**config.mk**
```make
export PLATFORM = sky130hd
export DESIGN_NAME = fc_seq_classifier
export DESIGN_NICKNAME = d
export VERILOG_FILES = /design/src/rtl/fc_seq_classifier.sv
export SDC_FILE = /design/constraint.sdc
export NUM_CORES = 1
export LEC_CHECK = 0
export CORE_MARGIN = 3
export CORE_UTILIZATION = 34
export DETAILED_ROUTE_END_ITERATION = 10
export PLACE_DENSITY_LB_ADDON = 0.2
export SLEW_MARGIN = 30
export SYNTH_ARGS = -nofsm -noshare
export SYNTH_HDL_FRONTEND = slang
export SYNTH_SLANG_ARGS = --single-unit
```
**constraint.sdc**
```tcl
create_clock -name clk -period 19.95 [get_ports clk]
set_input_delay 1.995 -clock clk [delete_from_list [all_inputs] [get_ports clk]]
set_output_delay 1.995 -clock clk [all_outputs]
set_load 0.05 [all_outputs]
```
**src/rtl/fc_seq_classifier.sv**
```systemverilog
// fc_seq_classifier: time-multiplexed fully-connected layer with argmax.
// One signed MAC walks N_OUT neurons over N_IN inputs read from external
// synchronous RAMs (1-cycle latency). Each neuron result is streamed out
// and the index of the largest result is reported at job end.
// Optional build macro: RELU_EN (clamp each neuron result to >= 0).
module fc_seq_classifier #(
  parameter int unsigned DATA_W = 16,
  parameter int unsigned FRAC_W = 8,
  parameter int unsigned N_IN   = 120,
  parameter int unsigned N_OUT  = 10,
  parameter int unsigned ACC_W  = 40,
  localparam int unsigned XA_W  = (N_IN > 1) ? $clog2(N_IN) : 1,
  localparam int unsigned WA_W  = (N_IN * N_OUT > 1) ? $clog2(N_IN * N_OUT) : 1,
  localparam int unsigned BA_W  = (N_OUT > 1) ? $clog2(N_OUT) : 1
) (
  input  logic              clk,
  input  logic              RST,
  input  logic              start,
  output logic [XA_W-1:0]   x_addr,
  input  logic [DATA_W-1:0] x_data,
  output logic [WA_W-1:0]   w_addr,
  input  logic [DATA_W-1:0] w_data,
  output logic [BA_W-1:0]   b_addr,
  input  logic [DATA_W-1:0] b_data,
  output logic              busy,
  output logic              y_valid,
  output logic [BA_W-1:0]   y_idx,
  output logic [DATA_W-1:0] y_data,
  output logic              done,
  output logic [BA_W-1:0]   classified,
  output logic [DATA_W-1:0] max_score
);

  localparam int unsigned P_W  = 2 * DATA_W;
  localparam int unsigned HI_W = ACC_W - DATA_W + 1;

  typedef enum logic [2:0] {
    IDLE = 3'd0,
    LOAD = 3'd1,
    MAC  = 3'd2,
    WB   = 3'd3,
    DONE = 3'd4
  } state_t;

  state_t                    state, state_n;
  logic [XA_W-1:0]           k, k_n;
  logic [BA_W-1:0]           j, j_n;
  logic signed [ACC_W-1:0]   acc, acc_n;
  logic [BA_W-1:0]           cand_idx, cand_idx_n;
  logic signed [DATA_W-1:0]  cand_val, cand_val_n;

  logic [XA_W-1:0]           x_addr_n;
  logic [WA_W-1:0]           w_addr_n;
  logic [BA_W-1:0]           b_addr_n;
  logic                      busy_n, y_valid_n, done_n;
  logic [BA_W-1:0]           y_idx_n, classified_n;
  logic [DATA_W-1:0]         y_data_n, max_score_n;

  logic signed [P_W-1:0]     prod;
  logic signed [ACC_W-1:0]   bias_ext;
  logic signed [ACC_W-1:0]   shifted;
  logic [HI_W-1:0]           hi;
  logic signed [DATA_W-1:0]  res;

  // State and datapath registers, synchronous active-low reset
  always_ff @(posedge clk) begin
    if (!RST) begin
      state      <= IDLE;
      k          <= '0;
      j          <= '0;
      acc        <= '0;
      cand_idx   <= '0;
      cand_val   <= '0;
      x_addr     <= '0;
      w_addr     <= '0;
      b_addr     <= '0;
      busy       <= 1'b0;
      y_valid    <= 1'b0;
      y_idx      <= '0;
      y_data     <= '0;
      done       <= 1'b0;
      classified <= '0;
      max_score  <= '0;
    end else begin
      state      <= state_n;
      k          <= k_n;
      j          <= j_n;
      acc        <= acc_n;
      cand_idx   <= cand_idx_n;
      cand_val   <= cand_val_n;
      x_addr     <= x_addr_n;
      w_addr     <= w_addr_n;
      b_addr     <= b_addr_n;
      busy       <= busy_n;
      y_valid    <= y_valid_n;
      y_idx      <= y_idx_n;
      y_data     <= y_data_n;
      done       <= done_n;
      classified <= classified_n;
      max_score  <= max_score_n;
    end
  end

  // Next-state, MAC, rounding/saturation and argmax update
  always_comb begin
    state_n      = state;
    k_n          = k;
    j_n          = j;
    acc_n        = acc;
    cand_idx_n   = cand_idx;
    cand_val_n   = cand_val;
    x_addr_n     = x_addr;
    w_addr_n     = w_addr;
    b_addr_n     = b_addr;
    y_valid_n    = 1'b0;
    y_idx_n      = y_idx;
    y_data_n     = y_data;
    done_n       = 1'b0;
    classified_n = classified;
    max_score_n  = max_score;

    // Full-precision product and Q-aligned bias, both sign-extended
    prod     = P_W'($signed(x_data)) * P_W'($signed(w_data));
    bias_ext = ACC_W'($signed(b_data)) <<< FRAC_W;

    // Floor shift back to output scale, then saturate to DATA_W
    shifted = acc >>> FRAC_W;
    hi      = shifted[ACC_W-1:DATA_W-1];
    if (hi == '0 || hi == '1) begin
      res = shifted[DATA_W-1:0];
    end else if (shifted[ACC_W-1]) begin
      res = {1'b1, {(DATA_W-1){1'b0}}};
    end else begin
      res = {1'b0, {(DATA_W-1){1'b1}}};
    end
`ifdef RELU_EN
    if (res[DATA_W-1]) begin
      res = '0;
    end
`endif

    case (state)
      IDLE: begin
        if (start) begin
          state_n  = LOAD;
          j_n      = '0;
          x_addr_n = '0;
          w_addr_n = '0;
          b_addr_n = '0;
        end
      end
      LOAD: begin
        state_n = MAC;
        k_n     = '0;
        if (N_IN > 1) begin
          x_addr_n = x_addr + XA_W'(1);
          w_addr_n = w_addr + WA_W'(1);
        end
      end
      MAC: begin
        if (k == '0) begin
          acc_n = bias_ext + ACC_W'(prod);
        end else begin
          acc_n = acc + ACC_W'(prod);
        end
        if (k == XA_W'(N_IN - 1)) begin
          state_n = WB;
        end else begin
          k_n = k + XA_W'(1);
          if ((32'(k) + 32'd2) < N_IN) begin
            x_addr_n = x_addr + XA_W'(1);
            w_addr_n = w_addr + WA_W'(1);
          end
        end
      end
      WB: begin
        y_valid_n = 1'b1;
        y_idx_n   = j;
        y_data_n  = res;
        if (j == '0 || res > cand_val) begin
          cand_idx_n = j;
          cand_val_n = res;
        end
        if (j == BA_W'(N_OUT - 1)) begin
          state_n      = DONE;
          done_n       = 1'b1;
          classified_n = cand_idx_n;
          max_score_n  = cand_val_n;
        end else begin
          // w_addr already sits on the last weight of neuron j
          state_n  = LOAD;
          j_n      = j + BA_W'(1);
          b_addr_n = j + BA_W'(1);
          x_addr_n = '0;
          w_addr_n = w_addr + WA_W'(1);
        end
      end
      DONE: begin
        state_n = IDLE;
      end
      default: begin
        state_n = IDLE;
      end
    endcase

    busy_n = (state_n == LOAD) || (state_n == MAC) || (state_n == WB);
  end

endmodule

```
==> flow_summary.json <==
{
  "status": "completed",
  "min_path_type": "register to register",
  "dp_hpwl_um": 41210,
  "syn2layout_area_growth_pct": 13.29,
  "wl_per_cell_um": 17.11,
  "drive_gt1_frac": 0.04078,
  "grt_max_degree": 65,
  "grt_pass1_vias": 15866,
  "diodes": 0,
  "maxSlewViolCount": 0,
  "grt_use_total": 0.1785,
  "period_share": 0.5492,
  "synth-xor-area-share": 0.04944,
  "antenna_found_initial": 1,
  "synthArstFlopShare": 0,
  "grt_first_pass_wirelength_um": 85590,
  "synth-seq-area-share": 0.1413,
  "required_ns": 20.26,
  "cts-root-buf": "clkbuf_16",
  "place_congestion": 0.8565,
  "initial_core_util": 0.3453,
  "critical_path_class": "input pin to register",
  "max_freq_mhz": 91.27,
  "setup_viol": 0,
  "hold_viol": 0,
  "synth-simple-area-share": 0.1706,
  "ioPinCount": 116,
  "vias_per_cell": 5.131,
  "rsz0062_at_grt": "no",
  "clkLatencyLatePin_ns": 0.44,
  "synth_edf_count": 0,
  "wirelength_um": 52230,
  "die_x_um": 243.2,
  "worstPathMaxFanout": 16,
  "cts_hold_buf": 0,
  "synthesis.nets": 2721,
  "vias": 15665,
  "cap_viol_max_count": 0,
  "grt.overflow.total": 0,
  "critPathMostFrequentCell": "fa_1",
  "die_h_um": 243.2,
  "synth_common_cells": "338 x inv_1, 264 x fa_1, 205 x nand2_1",
  "core_um2": 55420,
  "rows": 86,
  "drc": 0,
  "yosys.area.top_type": "fa_1",
  "postCtsSetupBuffers": 0,
  "relSlewSlack": 0.4092,
  "syn_area_per_cell_um2": 8.557,
  "cpPeakStageDelay_ns": 0.95,
  "tightest_slew_ns": 0.8830,
  "numCtsBuffers": 17,
  "synth-seq-cells": 135,
  "synth_top_family_by_area": "adder cells",
  "drt_iter0_markers": 980,
  "finalCriticalPeriod_ns": 10.96,
  "htreeDepth": 4,
  "cp_slowest_cell": "clkdlybuf4s50_1",
  "crit_path_end_kind": "register",
  "yosysMostFrequentCell": "inv_1",
  "ys_types": 74,
  "synth_flop_cell": "dfxtp_1",
  "ctsResizeCount": 0,
  "fin_nets": 2777,
  "tns_ns": 0,
  "synth_top_area_frac": 0.2762,
  "yosysWarnings": 0,
  "drt-pass1-iter-count": 7,
  "synth_area_leaders": "fa_1 28%, dfxtp_1 14%, ha_1 11%",
  "cts.sinks": 135,
  "start_kind": "input pin",
  "syn-cell-area_um2": 19130,
  "synth_compound_area_frac": 0.1652,
  "clk_path_buf_depth": 2,
  "muxShareOfSynthArea": 0.002158,
  "synth_fa_ha_area_frac": 0.3874,
  "die-area_um2": 59160,
  "ff2ff_path_depth": 16,
  "finalClockSkew_ns": 0.01905,
  "cts_tree": "yes",
  "whs_path_depth": 2,
  "clk_pin_slew_ns": 0.06,
  "worstPathArrival_ns": 11.27,
  "io_buffers": 115,
  "ant_nets": 0,
  "synthCells": 2236
}
## flip-flops by register name, summed over array words and instances (netlist names)
register and flops:
done 1, classified 4, state 3, w_addr 11, k 7, y_data 16, busy 1, y_valid 1
y_idx 4, acc 40, cand_idx 4, x_addr 7, j 4, max_score 16, cand_val 16
## metrics by stage
stage | hold WS [ns] | cell area, um^2 | worst slack [ns] | instances | util
2_1_floorplan | 0.4362 | 19130 | 10.03 | 2236 | -
3_5_place_dp | 0.4486 | 20980 | 8.286 | 3021 | 0.3786
6_report | 0.4553 | 21680 | 8.993 | 3053 | 0.3911
4_1_cts | 0.4570 | 21660 | 8.719 | 3053 | 0.3909
3_3_place_gp | 0.4460 | 20980 | 8.526 | 3021 | 0.3786
5_1_grt | 0.4752 | 21680 | 8.458 | 3053 | 0.3911
## cells by family (layout without fill, tap and decap cells)
family	count (synthesis)	count (layout)
fa+ha+maj	434	434
mux	4	4
flops	135	135
compound gates	457	457
buf+inv	427	496
xor+xnor	108	108
simple gates	671	671
## cell usage in the layout (no fill, tap or decap), types with 8 or more instances in the layout
master	Yosys	final
a211oi_1	37	37
a21o_1	60	60
a21oi_1	95	95
a311oi_1	18	18
a31oi_1	16	16
and2_1	132	132
and3_1	11	11
and4_1	9	9
buf_4	0	11
clkbuf_16	0	17
clkdlybuf4s50_1	0	114
dfxtp_1	135	135
fa_1	264	264
ha_1	170	170
inv_1	338	338
nand2_1	205	205
nand2b_1	16	16
nand3_1	46	46
nand4_1	19	19
nor2_1	146	144
nor2b_1	10	10
nor3_1	37	37
nor4_1	10	8
o211ai_1	8	8
o21a_1	21	21
o21ai_0	88	88
o21bai_1	19	19
o221a_2	23	23
xnor2_1	71	70
xor2_1	37	37
## metal layers
layer / wire length, um / track usage
met4: 876 / 0.03743
met2: 25290 / 0.3008
met5: 0 / 0
met3: 1988 / 0.02209
met1: 24070 / 0.2459
## worst max-delay path, delay by kind of cell
family                     cells  cell delay (ns)
AOI/OAI and AO/OA              9             2.24
xor gates and xnor gates       2             0.70
adders and majority gates      8             4.23
buffers and inverters          4             1.21
and+or+nand+nor                5             0.88
## path summary, 6_finish.rpt
| kind | startpoint | to | slack [ns] |
|---|---|---|---|
| max | w_data[1] | acc[38] | 8.99 |
| min | y_idx[1] | y_idx[1] | 0.46 |
| max reg2reg | acc[23] | cand_val[7] | 15.27 |
| min reg2reg | y_idx[1] | y_idx[1] | 0.46 |
## layout make-up
class                   instances  area [um^2]
fillers                      5590        33740
multi-input cells            1674        14860
flip-flops and latches        135         2703
inverters                     338         1269
repair buffers                126         1229
well taps                     748        935.9
clock buffers                  20        456.7
clock inverters                12        222.7
Power is not shown: default switching activity piles up to over one toggle a cycle in this logic, so the estimate is an artifact.
